===== src/rtl/rroce_pkt_parser.sv =====
// rroce_pkt_parser: checks ETH/IPv4/UDP/BTH headers of a received RoCEv2 frame and strips
// them together with the trailing ICRC, realigning the payload onto a fresh 64-byte stream.
module rroce_pkt_parser #(
  parameter logic [23:0] PSN_INIT  = 24'h0,
  parameter logic [15:0] UDP_DPORT = 16'd4791
) (
  input  logic         clk,
  input  logic         rst,
  input  logic [511:0] s_axis_tdata,
  input  logic [63:0]  s_axis_tkeep,
  input  logic         s_axis_tvalid,
  input  logic         s_axis_tlast,
  output logic         s_axis_tready,
  output logic [511:0] m_axis_tdata,
  output logic [63:0]  m_axis_tkeep,
  output logic         m_axis_tvalid,
  output logic         m_axis_tlast,
  input  logic         m_axis_tready,
  input  logic [23:0]  local_qp,
  output logic         hdr_valid,
  output logic [7:0]   hdr_opcode,
  output logic [23:0]  hdr_psn,
  output logic         hdr_ackreq,
  output logic [5:0]   hdr_err,
  output logic [15:0]  rx_good_cnt,
  output logic [15:0]  rx_drop_cnt
);
  typedef enum logic [1:0] {HDR, PAYLOAD, FLUSH, DROP} state_t;
  localparam logic [63:0] ONES = '1;
  state_t state_q, state_d;
  logic [23:0] psn_q;
  logic [79:0] hold_q;
  logic [2:0] fl_n_q;
  logic [19:0] csum;
  logic [16:0] fold;
  logic [6:0] n, r;
  logic [5:0] err;
  logic hdr_hs, emit;

  function automatic logic [7:0] b(input int i);
    return s_axis_tdata[8*i +: 8];
  endfunction

  // a short beat 0 (fewer than 58 bytes) cannot hold the headers, so it is flagged as a bad IP header
  always_comb begin
    n = 7'($countones(s_axis_tkeep));
    r = n + 7'd6;
    csum = '0;
    for (int i = 0; i < 10; i++) csum = csum + {4'd0, b(14 + 2*i), b(15 + 2*i)};
    fold = {1'b0, csum[15:0]} + {13'd0, csum[19:16]};
    err[0] = {b(12), b(13)} != 16'h0800;
    err[1] = b(14) != 8'h45 || !s_axis_tkeep[57];
    err[2] = b(23) != 8'h11;
    err[3] = {b(36), b(37)} != UDP_DPORT;
    err[4] = fold[15:0] + {15'd0, fold[16]} != 16'hFFFF;
    err[5] = {b(47), b(48), b(49)} != local_qp || {b(51), b(52), b(53)} != psn_q;
  end

  assign hdr_hs = state_q == HDR && s_axis_tvalid;
  assign emit = hdr_hs && s_axis_tlast && err == '0 && n > 7'd58;

  always_comb begin
    state_d = state_q;
    s_axis_tready = 1'b0;
    m_axis_tvalid = 1'b0;
    m_axis_tdata = '0;
    m_axis_tkeep = '0;
    m_axis_tlast = 1'b0;
    if (!rst) begin
      unique case (state_q)
        HDR: begin
          s_axis_tready = 1'b1;
          if (s_axis_tvalid) state_d = s_axis_tlast ? HDR : (|err ? DROP : PAYLOAD);
          m_axis_tvalid = emit;
          m_axis_tlast = emit;
          m_axis_tdata = emit ? {432'd0, s_axis_tdata[511:432]} : '0;
          m_axis_tkeep = emit ? ~(ONES << (n - 7'd58)) : '0;
        end
        PAYLOAD: begin
          s_axis_tready = m_axis_tready;
          m_axis_tvalid = s_axis_tvalid;
          m_axis_tdata = {s_axis_tdata[431:0], hold_q};
          m_axis_tkeep = s_axis_tlast ? ~(ONES << r) : ONES;
          m_axis_tlast = s_axis_tlast && r <= 7'd64;
          if (s_axis_tvalid && m_axis_tready && s_axis_tlast) state_d = r > 7'd64 ? FLUSH : HDR;
        end
        FLUSH: begin
          m_axis_tvalid = 1'b1;
          m_axis_tdata = {432'd0, hold_q};
          m_axis_tkeep = ~(ONES << fl_n_q);
          m_axis_tlast = 1'b1;
          if (m_axis_tready) state_d = HDR;
        end
        DROP: begin
          s_axis_tready = 1'b1;
          if (s_axis_tvalid && s_axis_tlast) state_d = HDR;
        end
      endcase
    end
  end

  always_ff @(posedge clk or posedge rst) begin
    if (rst) begin
      state_q <= HDR;
      psn_q <= PSN_INIT;
      hold_q <= '0;
      fl_n_q <= '0;
      hdr_valid <= 1'b0;
      hdr_opcode <= '0;
      hdr_psn <= '0;
      hdr_ackreq <= 1'b0;
      hdr_err <= '0;
      rx_good_cnt <= '0;
      rx_drop_cnt <= '0;
    end else begin
      state_q <= state_d;
      hdr_valid <= hdr_hs;
      if (hdr_hs) begin
        hdr_opcode <= b(42);
        hdr_psn <= {b(51), b(52), b(53)};
        hdr_ackreq <= s_axis_tdata[407];
        hdr_err <= err;
        if (err == '0) begin
          psn_q <= psn_q + 24'd1;
          rx_good_cnt <= rx_good_cnt + 16'd1;
          hold_q <= s_axis_tdata[511:432];
        end else rx_drop_cnt <= rx_drop_cnt + 16'd1;
      end
      // the tail of every consumed beat carries over into the next output beat
      if (state_q == PAYLOAD && s_axis_tvalid && m_axis_tready) begin
        hold_q <= s_axis_tdata[511:432];
        fl_n_q <= 3'(n - 7'd58);
      end
    end
  end
endmodule


===== config.mk =====
export PLATFORM = sky130hd
export DESIGN_NAME = rroce_pkt_parser
export DESIGN_NICKNAME = d
export VERILOG_FILES = /design/src/rtl/rroce_pkt_parser.sv
export SDC_FILE = /design/constraint.sdc
export NUM_CORES = 1
export LEC_CHECK = 0
export BUFFER_PORTS_ARGS = -buffer_cell sky130_fd_sc_hd__buf_4
export CORE_AREA = 2 2 488 490
export DETAILED_ROUTE_END_ITERATION = 10
export DIE_AREA = 0 0 490 492
export PLACE_DENSITY_LB_ADDON = 0.3
export RECOVER_POWER = 50
export SETUP_SLACK_MARGIN = 0.05
export SYNTH_ARGS = -nofsm -noshare
export SYNTH_HDL_FRONTEND = slang
export SYNTH_SLANG_ARGS = --single-unit

===== constraint.sdc =====
create_clock -name clk -period 19.85 [get_ports clk]
set_input_delay 3.97 -clock clk [delete_from_list [all_inputs] [get_ports clk]]
set_output_delay 3.97 -clock clk [all_outputs]
set_load 0.005 [all_outputs]

; ---- Yosys cells after proc, flatten, opt, wreduce, memory -nomap -nowiden
; Cells that the tools add are included.
[totals]
input_bits = 605
output_inout_bits = 651
regBits = 181
[classes]
muxes = 24
n_reduce_logical = 23
add_sub_neg = 79
order_cmp = 3
n_eq_ne = 14
bitwise = 5
shifts = 3
[ops]
columns = cell, n
row1 = 512-bit case mux with 3 select lines, 1
row2 = 512-bit two-way mux, 1
row3 = 80-bit two-way mux, 4
row4 = 64-bit two-way mux, 3
row5 = 64-bit NOT, 3
row6 = 64-bit case mux with 3 select lines, 1
row7 = "64-bit by 7-bit left shift with 64-bit output, first input constant", 2
row8 = 20-bit by 16-bit adder with 20-bit output, 5
row9 = 1-bit by 1-bit adder with 2-bit output, 32
row10 = "64-bit by 3-bit left shift with 64-bit output, first input constant", 1
row11 = 2-bit by 2-bit adder with 3-bit output, 16
row12 = 24-bit inequality test, 2
row13 = "16-bit by 1-bit adder with 16-bit output, second input constant", 2
row14 = 3-bit by 3-bit adder with 4-bit output, 8
row15 = "24-bit by 1-bit adder with 24-bit output, second input constant", 1
row16 = 19-bit by 16-bit adder with 20-bit output, 1
row17 = 4-bit by 4-bit adder with 5-bit output, 4
row18 = 18-bit by 16-bit adder with 19-bit output, 1
row19 = 17-bit by 16-bit adder with 18-bit output, 1
row20 = 16-bit by 16-bit adder with 17-bit output, 1
row21 = 16-bit by 4-bit adder with 17-bit output, 1
row22 = 16-bit by 1-bit adder with 16-bit output, 1
row23 = "16-bit by 12-bit inequality test with 1-bit output, second input constant", 1
row24 = "16-bit by 13-bit inequality test with 1-bit output, second input constant", 1
row25 = 29 further kinds, 57

; ---- Depth between registers and ports, before layout
[depth]
word_depth = 18
mapped_depth = 41
mapped_depth_nobuf = 38

; ---- Least setup slack after synthesis
; OpenSTA, ideal clock, no wires.
[synth_path]
kind = input port to output port
startpoint = input s_axis_tdata[122]
endpoint = output m_axis_tkeep[40]
path_slack_ps = 2924
cell_stages = 40
arrival_time_ps = 12956
path_buffers = 2
cell_sequence = inv_1 > fa_1 > inv_1 > fa_1 > fa_1 > inv_1 > fa_1 > inv_1 > fa_1 > fa_1 > a211oi_2 > o21a_1 > o21ai_0 > a21o_1 > a21o_1 > a21o_1 > a21o_1 > xor2_1 > (+4 left out) > nand2_1 > nand3_1 > or3_4 > or3_4 > nor2b_1 > ha_1 > ha_1 > nand2_1 > xnor3_1 > a2bb2oi_1 > nor4_1 > o2111ai_1 > nor4_2 > and2_1 > buf_4 > nand2_2 > buf_2 > o22ai_1
[synth_via]
elab_chain_len = 18
[synth_lines]
columns = element, line
row1 = "start, declared", 9  ; input logic [511:0] s_axis_tdata,
row2 = 16-bit by 16-bit adder with 17-bit output, 49  ; for (int i = 0; i < 10; i++) csum = csum + {4'd0, b(14 + 2*i), b(15 + 2*i)};
row3 = 17-bit by 16-bit adder with 18-bit output, 49
row4 = 18-bit by 16-bit adder with 19-bit output, 49
row5 = 19-bit by 16-bit adder with 20-bit output, 49
row6 = 20-bit by 16-bit adder with 20-bit output (5 in a row), 49
row7 = 16-bit by 4-bit adder with 17-bit output, 50  ; fold = {1'b0, csum[15:0]} + {13'd0, csum[19:16]};
row8 = 16-bit by 1-bit adder with 16-bit output, 55  ; err[4] = fold[15:0] + {15'd0, fold[16]} != 16'hFFFF;
row9 = 16-bit inequality test, 55
row10 = 6-bit zero test, 60  ; assign emit = hdr_hs && s_axis_tlast && err == '0 && n > 7'd58;
row11 = 1-bit logical AND (2 in a row), 60
row12 = 64-bit two-way mux, 77  ; m_axis_tkeep = emit ? ~(ONES << (n - 7'd58)) : '0;
row13 = 64-bit case mux with 3 select lines, 70  ; unique case (state_q)
row14 = 64-bit two-way mux, 69  ; if (!rst) begin
row15 = "end, declared", 15  ; output logic [63:0] m_axis_tkeep,
; No other way between the ends.

; ---- Final worst setup path
[layout_path]
startpoint = input s_axis_tdata[122]
endpoint = output m_axis_tdata[33]
[layout_via]
elab_chain_len = 18
[layout_lines]
columns = element, line
row1 = 16-bit by 16-bit adder with 17-bit output, 49
row2 = 17-bit by 16-bit adder with 18-bit output, 49
row3 = 18-bit by 16-bit adder with 19-bit output, 49
row4 = 19-bit by 16-bit adder with 20-bit output, 49
row5 = 20-bit by 16-bit adder with 20-bit output (5 in a row), 49
row6 = 16-bit by 4-bit adder with 17-bit output, 50
row7 = 16-bit by 1-bit adder with 16-bit output, 55
row8 = 16-bit inequality test, 55
row9 = 6-bit zero test, 60
row10 = 1-bit logical AND (2 in a row), 60
row11 = 80-bit two-way mux, 76  ; m_axis_tdata = emit ? {432'd0, s_axis_tdata[511:432]} : '0;
row12 = 512-bit case mux with 3 select lines, 70
row13 = 512-bit two-way mux, 69
row14 = "end, declared", 14  ; output logic [511:0] m_axis_tdata,
; No other way between the ends.

==> summary.txt <==
Run status
  – Status: finished with violations
  – Failing checks: max-capacitance violations, max-slew violations

Worst hold path
  – Origin of the worst min-delay path: rx_drop_cnt[15]$_DFFE_PP0P_
  – Hold/Removal Path Class: reg2reg
  – Worst Hold Depth: 1
  – Hold worst-path end: rx_drop_cnt[15]$_DFFE_PP0P_

STA
  – Worst hold slack: 0.4744 ns
  – Final Max Tran Viols: 354
  – RSZ-0062 raised after global routing: no
  – Max Freq: 53.06 MHz
  – Hold Violations, Final: 0
  – Worst Tran Pin Value: 4.452 ns
  – Rel. slew slack: -198.4%
  – Min Clock Period, post-route: 18.85 ns
  – Final Cycle Share: 94.94%
  – # setup viols final: 0
  – Clock skew: 0.03157 ns
  – Total negative slack: 0 ns

Floorplan
  – Core area: 236300 um^2
  – Row cnt: 179
  – Initial Util: 8.527%
  – Die H: 492 um
  – Die area: 241100 um^2
  – I/O pins: 1256
  – DIE WIDTH: 490 um

Synthesis
  – Adder-cell share of the synthesized area: 21.61%
  – Most frequent cell after synthesis: and3_1
  – Share of the yosys chip area belonging to registers: 22.48%
  – Synth Register Bits: 181
  – Post-Syn Nets: 3231
  – Synth async-reset ratio: 100.0%
  – Avg Cell Area, Syn: 8.444 um^2
  – Post-synthesis compound-gate area fraction: 11.28%
  – Synth cell count leaders: 400 x and3_1, 258 x inv_1, 193 x nand2_1, 191 x nor2_1, 181 x dfrtp_1
  – Multiplexer area fraction after synthesis: 4.906%
  – Post-synth top area share: 22.48%
  – Post-synth EDFFs: 0
  – Yosys cell types: 77
  – Largest family of logic cells by synthesized area: simple AND/OR/NAND/NOR gates
  – Post-Synth Simple-Gate Area: 24.91%
  – Synth Cell Area: 20150 um^2
  – Prevailing post-synth register cell: dfrtp_1
  – XOR/XNOR Fraction of Synth Area: 5.894%
  – Yosys top cell by area: dfrtp_1
  – Synth Instances: 2386
  – Top post-synthesis cells by area: dfrtp_1 22%, fa_1 18%, and3_1 12%
  – Yosys warning count: 0

Critical path
  – Worst r2r dst: rx_drop_cnt[15]$_DFFE_PP0P_
  – Worst reg2reg startpoint: state_q[0]$_DFFE_PP0P_
  – CP Launch Type: input pin
  – CP required: 15.88 ns
  – Crit. End Element: output pin
  – Crit Path Category: in2out
  – Critical Path Max Stage Delay: 0.57 ns
  – Register-to-register setup slack: 13.12 ns
  – Cell count of the worst reg-to-reg path: 9
  – Most used cell, CP: fa_1
  – Crit path arrival time: 14.88 ns
  – Delay-heaviest family, CP: adder cells
  – Crit-path slowest cell: fa_1
  – Max FO, Critical Path: 107
  – WP buf/inv: 8

Placed design
  – RePlAce Congestion: 1.061
  – DP Wirelength: 169900 um
  – Port Buf Inserts: 1255

Routing
  – # DRC: 0
  – Post-DR wirelength/cell: 28.83 um
  – Final ANT Viol Nets: 0
  – DRT Pass-1 Iters: 5
  – DR iter-0 viols: 1930
  – Total vias in the final route: 24030
  – Via density: 3.573
  – Final WL: 193900 um

Clock tree
  – CTS tree: built
  – Worst-case clock buffer depth: 2
  – CTS Buf Count: 17
  – Worst-path clk slew: 0.10 ns
  – CTS Hold Bufs: 0
  – CTS Root Cell: clkbuf_16
  – Clk_lat worst skew: 0.52 ns
  – # clock sinks: 181
  – H-tree Lvls: 4

Job
  – MaxCap Viol Count: 7

Global route
  – GRT Overall Usage: 15.48%
  – Number of global-route vias before repair: 23930
  – Largest net degree at the start of global routing: 259
  – Total grt overflow: 0
  – Initial antenna violation count: 158
  – First-pass GRT wire length: 248100 um

Cells and area
  – Finished Core Util: 14.04%
  – Final #Nets: 4344
  – Share of layout cells above drive strength 1: 35.65%
  – Area Overhead vs Synth: 64.63%
[sequential cells by signal, summed over array words and instances, names as in the netlist]
| name | flops |
|---|---|
| fl_n_q | 3 |
| hdr_ackreq | 1 |
| hdr_err | 6 |
| hdr_opcode | 8 |
| hdr_psn | 24 |
| hdr_valid | 1 |
| hold_q | 80 |
| psn_q | 24 |
| rx_drop_cnt | 16 |
| rx_good_cnt | 16 |
| state_q | 2 |
[per-layer routing]
layer | up-vias | wire, um | part of all wire (%) | GRT usage, %
met5 | - | 494 | 0.25 | 0
met4 | 52 | 7254 | 3.7 | 4.918
met3 | 304 | 15680 | 8.1 | 4.944
met2 | 1396 | 94730 | 49 | 26.95
met1 | 11940 | 75770 | 39 | 17.86
li1 | 10340 | - | - | -
[stage by stage]
| stage | setup slack, ns | std cells | area (um^2) |
|---|---|---|---|
| after floorplan | 2.924 | 2386 | 20150 |
| after global placement | 0.6173 | 6647 | 33000 |
| after detailed placement | 0.5975 | 6647 | 33000 |
| after CTS | 0.5541 | 6679 | 33610 |
| after global routing | 0.2577 | 6696 | 33090 |
| final | 1.004 | 6727 | 33170 |
[placed cells by master (no fill, tap or decap), types with 5 or more instances in the layout]
master	instances
o21ai_0	76
xor2_1	75
mux2_2	55
nand3_1	37
a31oi_1	21
o21bai_1	8
o211ai_1	8
clkbuf_4	142
clkbuf_1	148
clkbuf_16	17
nor3_1	18
a22oi_1	84
and2_1	10
xnor2_1	56
diode_2	48
mux2_1	31
nand4_1	25
nand2_1	193
and3_1	400
nor2_1	190
nand2b_1	6
a21oi_1	81
inv_1	257
ha_1	59
nor2b_1	5
dfrtp_1	181
a21o_1	11
nor4_1	21
o22ai_1	15
fa_1	180
buf_4	988
nor4b_1	7
[worst max path at each step]
stage                            startpoint                to  cells after the start  slack [ns]
final                     s_axis_tdata[122]  m_axis_tdata[33]                     41        1.00
after global routing      s_axis_tdata[122]  m_axis_tdata[41]                     41        0.26
after CTS                 s_axis_tdata[122]  m_axis_tdata[11]                     42        0.55
after detailed placement  s_axis_tdata[122]  m_axis_tdata[11]                     42        0.60
after global placement    s_axis_tdata[122]   m_axis_tdata[2]                     42        0.62
after floorplan           s_axis_tdata[122]  m_axis_tkeep[40]                     40        2.92
[logic make-up after synthesis]
kind of cell	count (synthesis)
buffers and inverters	445
muxes	88
adders and majority gates	240
and+or+nand+nor	947
DFF	181
AOI/OAI and AO/OA	351
xor gates and xnor gates	134
[final cells by class]
| type | instances | area, um^2 |
|---|---|---|
| clock buffers | 18 | 429.2 |
| multi-input cells | 1760 | 13870 |
| clock inverters | 14 | 182.7 |
| repair buffers | 1281 | 9099 |
| diodes | 48 | 120.1 |
| fillers | 27250 | 203100 |
| inverters | 258 | 969.7 |
| flip-flops and latches | 181 | 4529 |
| well taps | 3167 | 3963 |
[repair_timing]
item,CTS,global route
gates resized for setup,0,1
setup endpoints to repair,0,9
buffers inserted,0,0
Power is not shown: default switching activity piles up to over one toggle a cycle in this logic, so the estimate is an artifact.
